$ cat config.mk
export PLATFORM = sky130hd
export DESIGN_NAME = fifo_rd_arb
export DESIGN_NICKNAME = d
export VERILOG_FILES = /design/src/rtl/fifo_pkg.sv /design/src/rtl/fifo_rr_arb.sv /design/src/rtl/fifo_rd_arb.sv
export SDC_FILE = /design/constraint.sdc
export NUM_CORES = 1
export LEC_CHECK = 0
export BUFFER_PORTS_ARGS = -buffer_cell sky130_fd_sc_hd__buf_4
export CORE_MARGIN = 2
export CORE_UTILIZATION = 53
export DETAILED_ROUTE_END_ITERATION = 8
export PLACE_DENSITY = 0.86
export SYNTH_ARGS = -nofsm -noshare
export SYNTH_HDL_FRONTEND = slang
export SYNTH_SLANG_ARGS = --single-unit
$ cat constraint.sdc
create_clock -name clk_out -period 5.6 [get_ports clk_out]
set_clock_uncertainty 0.05 [all_clocks]
set_input_delay 0.28 -clock clk_out [delete_from_list [all_inputs] [get_ports clk_out]]
set_output_delay 0.28 -clock clk_out [all_outputs]
set_load 0.01 [all_outputs]
$ cat src/rtl/fifo_pkg.sv
// Shared types and helpers for the FIFO read-side arbiter: Gray/binary
// conversion, read FSM states and the number of read requesters.
package fifo_pkg;

  localparam int NUM_RD_REQ = 2;
  localparam int MAX_PTR_W  = 32;

  typedef enum logic [1:0] {
    RUN   = 2'd0,
    FLUSH = 2'd1,
    DONE  = 2'd2
  } rd_state_e;

  // Callers zero-extend narrower pointers; the conversions are width-safe.
  function automatic logic [MAX_PTR_W-1:0] bin2gray(input logic [MAX_PTR_W-1:0] b);
    return b ^ (b >> 1);
  endfunction

  function automatic logic [MAX_PTR_W-1:0] gray2bin(input logic [MAX_PTR_W-1:0] g);
    logic [MAX_PTR_W-1:0] b;
    b[MAX_PTR_W-1] = g[MAX_PTR_W-1];
    for (int i = MAX_PTR_W - 2; i >= 0; i--) begin
      b[i] = b[i+1] ^ g[i];
    end
    return b;
  endfunction

endpackage

$ cat src/rtl/fifo_rr_arb.sv
// Two-way round-robin grant: with both requesters active, the one not
// granted most recently wins. Purely combinational.
module fifo_rr_arb
  import fifo_pkg::*;
(
  input  logic [NUM_RD_REQ-1:0] req,
  input  logic                  enable,
  input  logic                  last_gnt,
  output logic [NUM_RD_REQ-1:0] gnt
);

  // NOTE: every output of an always_comb gets a default first so no path
  // leaves it unassigned and infers a latch.
  always_comb begin
    gnt = '0;
    if (enable) begin
      if (req == 2'b11) begin
        gnt = last_gnt ? 2'b01 : 2'b10;
      end else begin
        gnt = req;
      end
    end
  end

endmodule

$ cat src/rtl/fifo_rd_arb.sv
// Read-domain side of an async FIFO with a two-consumer round-robin arbiter
// and flush handling. Optional almost-empty flag: define FIFO_RD_AEMPTY_EN.
module fifo_rd_arb
  import fifo_pkg::*;
#(
  parameter int DEPTH     = 7,
  parameter int AE_THRESH = 2
) (
  input  logic                  clk_out,
  input  logic                  reset,
  input  logic [DEPTH:0]        w2rsync2_ptr,
  input  logic                  flush_out,
  input  logic [NUM_RD_REQ-1:0] req,
  output logic [NUM_RD_REQ-1:0] gnt,
  output logic                  rd_en,
  output logic [DEPTH-1:0]      rd_addr,
  output logic [DEPTH:0]        rd_ptr_gray,
  output logic                  empty,
  output logic                  almost_empty,
  output logic                  flush_done
);

  localparam int PW = DEPTH + 1;

  rd_state_e         state, state_next;
  logic [PW-1:0]     rbin, rbin_next, rgray_next, wbin;
  logic              last_gnt;
  logic              grant_en;

  assign grant_en = (state == RUN) && !flush_out && !empty;

  fifo_rr_arb u_rr_arb (
    .req      (req),
    .enable   (grant_en),
    .last_gnt (last_gnt),
    .gnt      (gnt)
  );

  assign rd_en      = |gnt;
  assign rd_addr    = rbin[DEPTH-1:0];
  assign rbin_next  = rbin + PW'(rd_en);
  assign rgray_next = PW'(bin2gray(MAX_PTR_W'(rbin_next)));
  assign wbin       = PW'(gray2bin(MAX_PTR_W'(w2rsync2_ptr)));
  assign flush_done = (state == DONE);

  always_comb begin
    state_next = state;
    unique case (state)
      RUN:     if (flush_out)  state_next = FLUSH;
      FLUSH:   if (!flush_out) state_next = DONE;
      DONE:    state_next = RUN;
      default: state_next = RUN;
    endcase
  end

  // NOTE: sequential state uses non-blocking assignments so every register
  // samples pre-edge values regardless of statement order.
  always_ff @(posedge clk_out or negedge reset) begin
    if (!reset) begin
      state <= RUN;
    end else begin
      state <= state_next;
    end
  end

  // last_gnt resets to 1 so requester 0 holds priority after reset.
  always_ff @(posedge clk_out or negedge reset) begin
    if (!reset) begin
      rbin        <= '0;
      rd_ptr_gray <= '0;
      empty       <= 1'b1;
      last_gnt    <= 1'b1;
    end else if (state == FLUSH) begin
      rbin        <= wbin;
      rd_ptr_gray <= w2rsync2_ptr;
      empty       <= 1'b1;
    end else begin
      rbin        <= rbin_next;
      rd_ptr_gray <= rgray_next;
      empty       <= (rgray_next == w2rsync2_ptr);
      if (rd_en) last_gnt <= gnt[1];
    end
  end

`ifdef FIFO_RD_AEMPTY_EN
  logic [PW-1:0] occupancy;

  // After a flush the read pointer equals the write pointer: occupancy 0.
  assign occupancy = (state == FLUSH) ? '0 : (wbin - rbin_next);

  always_ff @(posedge clk_out or negedge reset) begin
    if (!reset) begin
      almost_empty <= 1'b1;
    end else begin
      almost_empty <= (occupancy <= PW'(AE_THRESH));
    end
  end
`else
  assign almost_empty = 1'b0;
`endif

endmodule

# [Word level (Yosys, flattened, before mapping)]
# Index checks and enable logic that the tools add are counted.
# Widths: inputs -> output; s select.
[classes] addsub=1 multipliers=0 n_div=0 magnitude_cmp=0 n_eq_ne=6 n_shift=0 n_mux=9 bitwise=9 n_reduce_logical=8
[ops] op="$mux 8" n=2
[ops] op="$mux 2" n=5
[ops] op="$add 8x1->8" n=1
[ops] op="$eq 8x8->1" n=1
[ops] op="$xor 8x7->8" n=1
[ops] op="$xor 1x1->1" n=7
[ops] op="$eq 2x2->1 const B" n=2
[ops] op="$ne 2x2->1 const B" n=2
[ops] op="$pmux 2 s2" n=1
[ops] op="$reduce_and 2->1" n=2
[ops] op="$eq 2x1->1 const B" n=1
[ops] op="$logic_and 1x1->1" n=2
[ops] op="$logic_not 1->1" n=2
[ops] op="$logic_not 2->1" n=1
[ops] op="$reduce_or 2->1" n=1
[ops] op="$mux 1" n=1
[ops] op="$not 1->1" n=1
[word_totals] reg_bits=20 latchBits=0 ramBits=0 rom_bits=0 inputBits=13 n_memories=0

# [Logic depth before layout (Yosys ltp)]
[depth] depth_word=9 depth_mapped=9 depth_no_buf=9

# [Hierarchy]
# A second synthesis with hierarchy kept.
[unflattened] hier_cells=133 area_unflattened_um2=1287.5
[modules_own_cells] mod="fifo_rd_arb" instances=1 cells_per_inst=128 area_each_um2=1266.2
[modules_own_cells] mod="fifo_rr_arb" instances=1 cells_per_inst=5 area_each_um2=21.3

# [Worst setup path before layout]
# OpenSTA, ideal clock, no wires.
[synth_path] path_type="register -> register" start="register state[0]" end="register empty" setup_time_ns=0.105 arrival_time_ns=2.506 t_required_ns=5.445 setup_slack_ns=2.939 stages_incl_launch_ff=10 path_buffers=0 synth_period_minus_slack_ns=2.661 cell_sequence="dfrtp_1 > nor4_1 > o21a_1 > ha_1 > ha_1 > nand3_1 > nor2_1 > xor3_2 > xnor2_1 > o41ai_1"
[synth_via] elab_chain_cells=9 elab_cells_between_ends=10
[synth_rtl] item="start, declared" line="fifo_rd_arb.sv:25" text="rd_state_e state, state_next;"
[synth_rtl] item="start signal, assigned" line="fifo_rd_arb.sv:62" text="state <= state_next;"
[synth_rtl] item="$logic_not 2->1" line="fifo_rd_arb.sv:30" text="assign grant_en = (state == RUN) && !flush_out && !empty;"
[synth_rtl] item="$logic_and 1x1->1 (2 in series)" line="fifo_rd_arb.sv:30"
[synth_rtl] item="$mux 2" line="fifo_rr_arb.sv:16" text="if (enable) begin"
[synth_rtl] item="$reduce_or 2->1" line="fifo_rd_arb.sv:39" text="assign rd_en = |gnt;"
[synth_rtl] item="named net rd_en" line="fifo_rd_arb.sv:15" text="output logic rd_en,"
[synth_rtl] item="$add 8x1->8" line="fifo_rd_arb.sv:41" text="assign rbin_next = rbin + PW'(rd_en);"
[synth_rtl] item="$xor 8x7->8" line="fifo_pkg.sv:16" text="return b ^ (b >> 1);"
[synth_rtl] item="$eq 8x8->1" line="fifo_rd_arb.sv:80" text="empty <= (rgray_next == w2rsync2_ptr);"
[synth_rtl] item="$mux 1" line="fifo_rd_arb.sv:73" text="end else if (state == FLUSH) begin"
[synth_rtl] item="end signal, assigned" line="fifo_rd_arb.sv:80"
[synth_rtl] item="end, declared" line="fifo_rd_arb.sv:18" text="output logic empty,"
# The timed path passes the listed nets, and every way through them passes these cells.
# A chain may end at the register's enable or synchronous reset.

# [Worst setup path after layout]
[layout_path] start="register state[0]" end="register empty"
[layout_via] elab_chain_cells=9 elab_cells_between_ends=10
[layout_rtl] item="$logic_not 2->1" line="fifo_rd_arb.sv:30"
[layout_rtl] item="$logic_and 1x1->1 (2 in series)" line="fifo_rd_arb.sv:30"
[layout_rtl] item="$mux 2" line="fifo_rr_arb.sv:16"
[layout_rtl] item="$reduce_or 2->1" line="fifo_rd_arb.sv:39"
[layout_rtl] item="$add 8x1->8" line="fifo_rd_arb.sv:41"
[layout_rtl] item="$xor 8x7->8" line="fifo_pkg.sv:16"
[layout_rtl] item="$eq 8x8->1" line="fifo_rd_arb.sv:80"
[layout_rtl] item="$mux 1 *" line="fifo_rd_arb.sv:73"
# Every way passes the cells marked *; elsewhere a longest branch is shown, timed or not.

==> impl_metrics.py <==
metrics = {
    "drt": {
        "via_count": 937,
        "wl_per_cell_um": 13.0,
        "drt_iter0_drc": 13,
        "ant_nets": 0,
        "routed_wl_um": 2360,
        "first_pass_iters": 4,
        "route.detailed.drc": 0,
        "via_per_inst": 5.18,
    },
    "setup_path": {
        "cp.required_ns": 5.76,
        "reg2reg_from": "state[0]",
        "critPathLaunchType": "flop",
        "critPathKind": "flop to flop",
        "cp-end-kind": "flop",
        "r2r_cells": 9,
        "ff2ff_setup_slack_ns": 2.71,
        "r2r-end": "empty",
        "critPathMaxFanout": 4,
        "cp.arrival_ns": 3.05,
    },
    "pwr": {
        "p_leak_uw": 0.000688,
        "total_power_uw": 586,
        "ir_drop_uv": 265,
        "p_per_area_mw_per_mm2": 393,
    },
    "placed_design": {
        "dp_hpwl_um": 1850,
        "gp_congestion": 0.876,
        "dpl_cell_area_mm2": 0.00145,
        "port_buffers": 32,
    },
    "yosys": {
        "avgSynthCellArea_um2": 9.97,
        "synth_cell_types": 32,
        "syn_nets": 135,
        "ys_seq_elements": 19,
        "netlist_area_mm2": 0.00120,
        "ys_top_cells_by_area": "dfrtp_1 (36%), xnor2_1 (12%), xor2_1 (6.6%)",
        "yosysTopAreaCell": "dfrtp_1",
        "yosysWarnings": 0,
        "syn_inst": 120,
        "yosys.area.top_type_share_pct": 35.6,
        "seq_area_frac_synth_pct": 40.0,
    },
    "sta": {
        "finalMaxSlewViolations": 0,
        "min_period_ns": 2.89,
        "fin_tns_setup_ns": 0,
        "fmax_mhz": 346,
        "maxSlewHeadroom_pct": 28.4,
        "tightest_slew_ns": 1.07,
        "post-route-period-util_pct": 51.6,
        "hold_viol": 0,
        "setup_violations": 0,
        "grt_setup_unrepaired": "false",
    },
    "clocking": {
        "root_buffer": "clkbuf_4",
        "clk_path_buf_depth": 2,
        "cts_tree": "built",
        "htree_levels": 1,
        "clk_pin_slew_ns": 0.12,
        "clock-sinks": 19,
        "cts-resized-gates": 0,
        "clock_latency_ns": 0.30,
        "postCtsSetupRepairBufs": 0,
        "cts_buffers": 3,
    },
    "final_layout": {
        "mostFrequentLayoutCells": "buf_4 (32), xnor2_1 (17), dfrtp_1 (17)",
        "final_area_mm2": 0.00149,
        "nNetsFinal": 169,
        "drive_above_1_share_pct": 27.5,
        "fillCellCount": 184,
        "seqCellArea_um2": 478,
        "areaGrowthSynthToFinish_pct": 24.5,
        "final_common_cell": "buf_4",
        "diodes": 0,
        "multi_input_area_um2": 692,
    },
    "floorplanning": {
        "io_pins": 34,
        "dieArea_mm2": 0.00265,
        "die_x_um": 51.5,
        "initial_utilization_pct": 55.1,
        "dieHeight_um": 51.5,
        "rows": 17,
        "core_mm2": 0.00217,
    },
    "flow_run": {
        "maxCapViolations": 0,
    },
    "hold_path": {
        "holdPathStages": 2,
        "hold_class": "primary input to flop",
        "min_to": "state[1]",
        "hp-start": "flush_out",
    },
    "global_route": {
        "met2_usage_pct": 35.5,
        "grt_remaining_overflow": 0,
        "grt_use_total_pct": 20.5,
        "busiest_layer": "met2",
        "grt_max_degree": 30,
        "antenna_found_initial": 0,
        "grt_first_pass_wirelength_um": 4020,
        "met3_usage_pct": 2.59,
        "grtUsageMet1_pct": 26.0,
        "first_global_vias": 916,
    },
    "status": {
        "outcome": "finished, final reports clean",
    },
}
## per-layer routing
metal | vias to the layer above | routed length (um)
li1 | 471 | -
met1 | 433 | 951
met2 | 29 | 1270
met3 | 4 | 118
met4 | 0 | 23
met5 | - | 0
## kinds of logic after synthesis
kind of cell               synth area share [%]
and+or+nand+nor                            14.6
xor gates and xnor gates                   27.8
AOI/OAI and AO/OA                          8.68
DFF                                        40.0
buffers and inverters                      2.20
muxes                                      4.29
adders and majority gates                  2.09
other                                     0.314
## cell type report
cell class                 count  area share (%)
clock buffer                   4            1.76
inverter                       2           0.504
multi-input combinational     95            46.5
sequential                    19            32.1
tap                           28            2.35
timing repair buffer          33            16.8
## where the power goes
part,switching (uW),internal [uW]
logic,140,155
clock network,42.8,27.7
registers,37.3,183
total,220,366
## critical path: stages (launching register included)
cell     delay (ns)
dfrtp_1        0.41
nor4_1         0.44
o21a_1         0.23
ha_1           0.21
ha_1           0.23
nand3_1        0.16
nor2_1         0.30
xor3_2         0.33
xnor2_1        0.14
o41ai_1        0.30
## what timing repair did
action	4_1_cts	5_1_grt
hold endpoints to repair	17	0
hold buffers	1	0
endpoints found under the setup margin	0	0
## state kept, by name, summed over array words and instances, names as in the netlist
register	count
empty	1
last_gnt	1
rbin	8
rd_ptr_gray	7
state	2
## Yosys cell counts, drive strengths merged
| cell type | instances |
|---|---|
| mux2 | 1 |
| xor2 | 10 |
| mux2i | 4 |
| nand3 | 4 |
| nand4 | 1 |
| nor4 | 1 |
| dfrtp | 17 |
| nand2b | 1 |
| buf | 1 |
| clkbuf | 3 |
| o21a | 1 |
| and2 | 2 |
| a21oi | 11 |
| and3 | 4 |
| xor3 | 2 |
| o21ai | 5 |
| or3 | 1 |
| xnor2 | 18 |
| xnor3 | 1 |
| o21bai | 1 |
| ha | 2 |
| o41ai | 1 |
| nor2 | 14 |
| nor2b | 2 |
| dfstp | 2 |
| nand2 | 6 |
| conb | 1 |
| nor3 | 1 |
| inv | 2 |
## metrics by stage
step	utilization, %	hold WS (ns)	worst slack, ns	std cells
final	68.6	0.0921	2.71	181
after global routing	68.6	0.0775	2.38	181
after CTS	68.6	0.0847	2.68	181
after detailed placement	67.0	0.119	2.70	176
after global placement	67.0	0.116	2.87	176
after floorplan	-	-0.0656	2.94	120
## worst max-delay path by stage
stage	from	to	cells past startpoint
final	state[0]	empty	9
after global routing	state[0]	empty	9
after CTS	state[0]	empty	9
after detailed placement	state[0]	empty	9
after global placement	state[0]	empty	9
after floorplan	state[0]	empty	9
No activity file was read; power rests on OpenSTA's default activity.
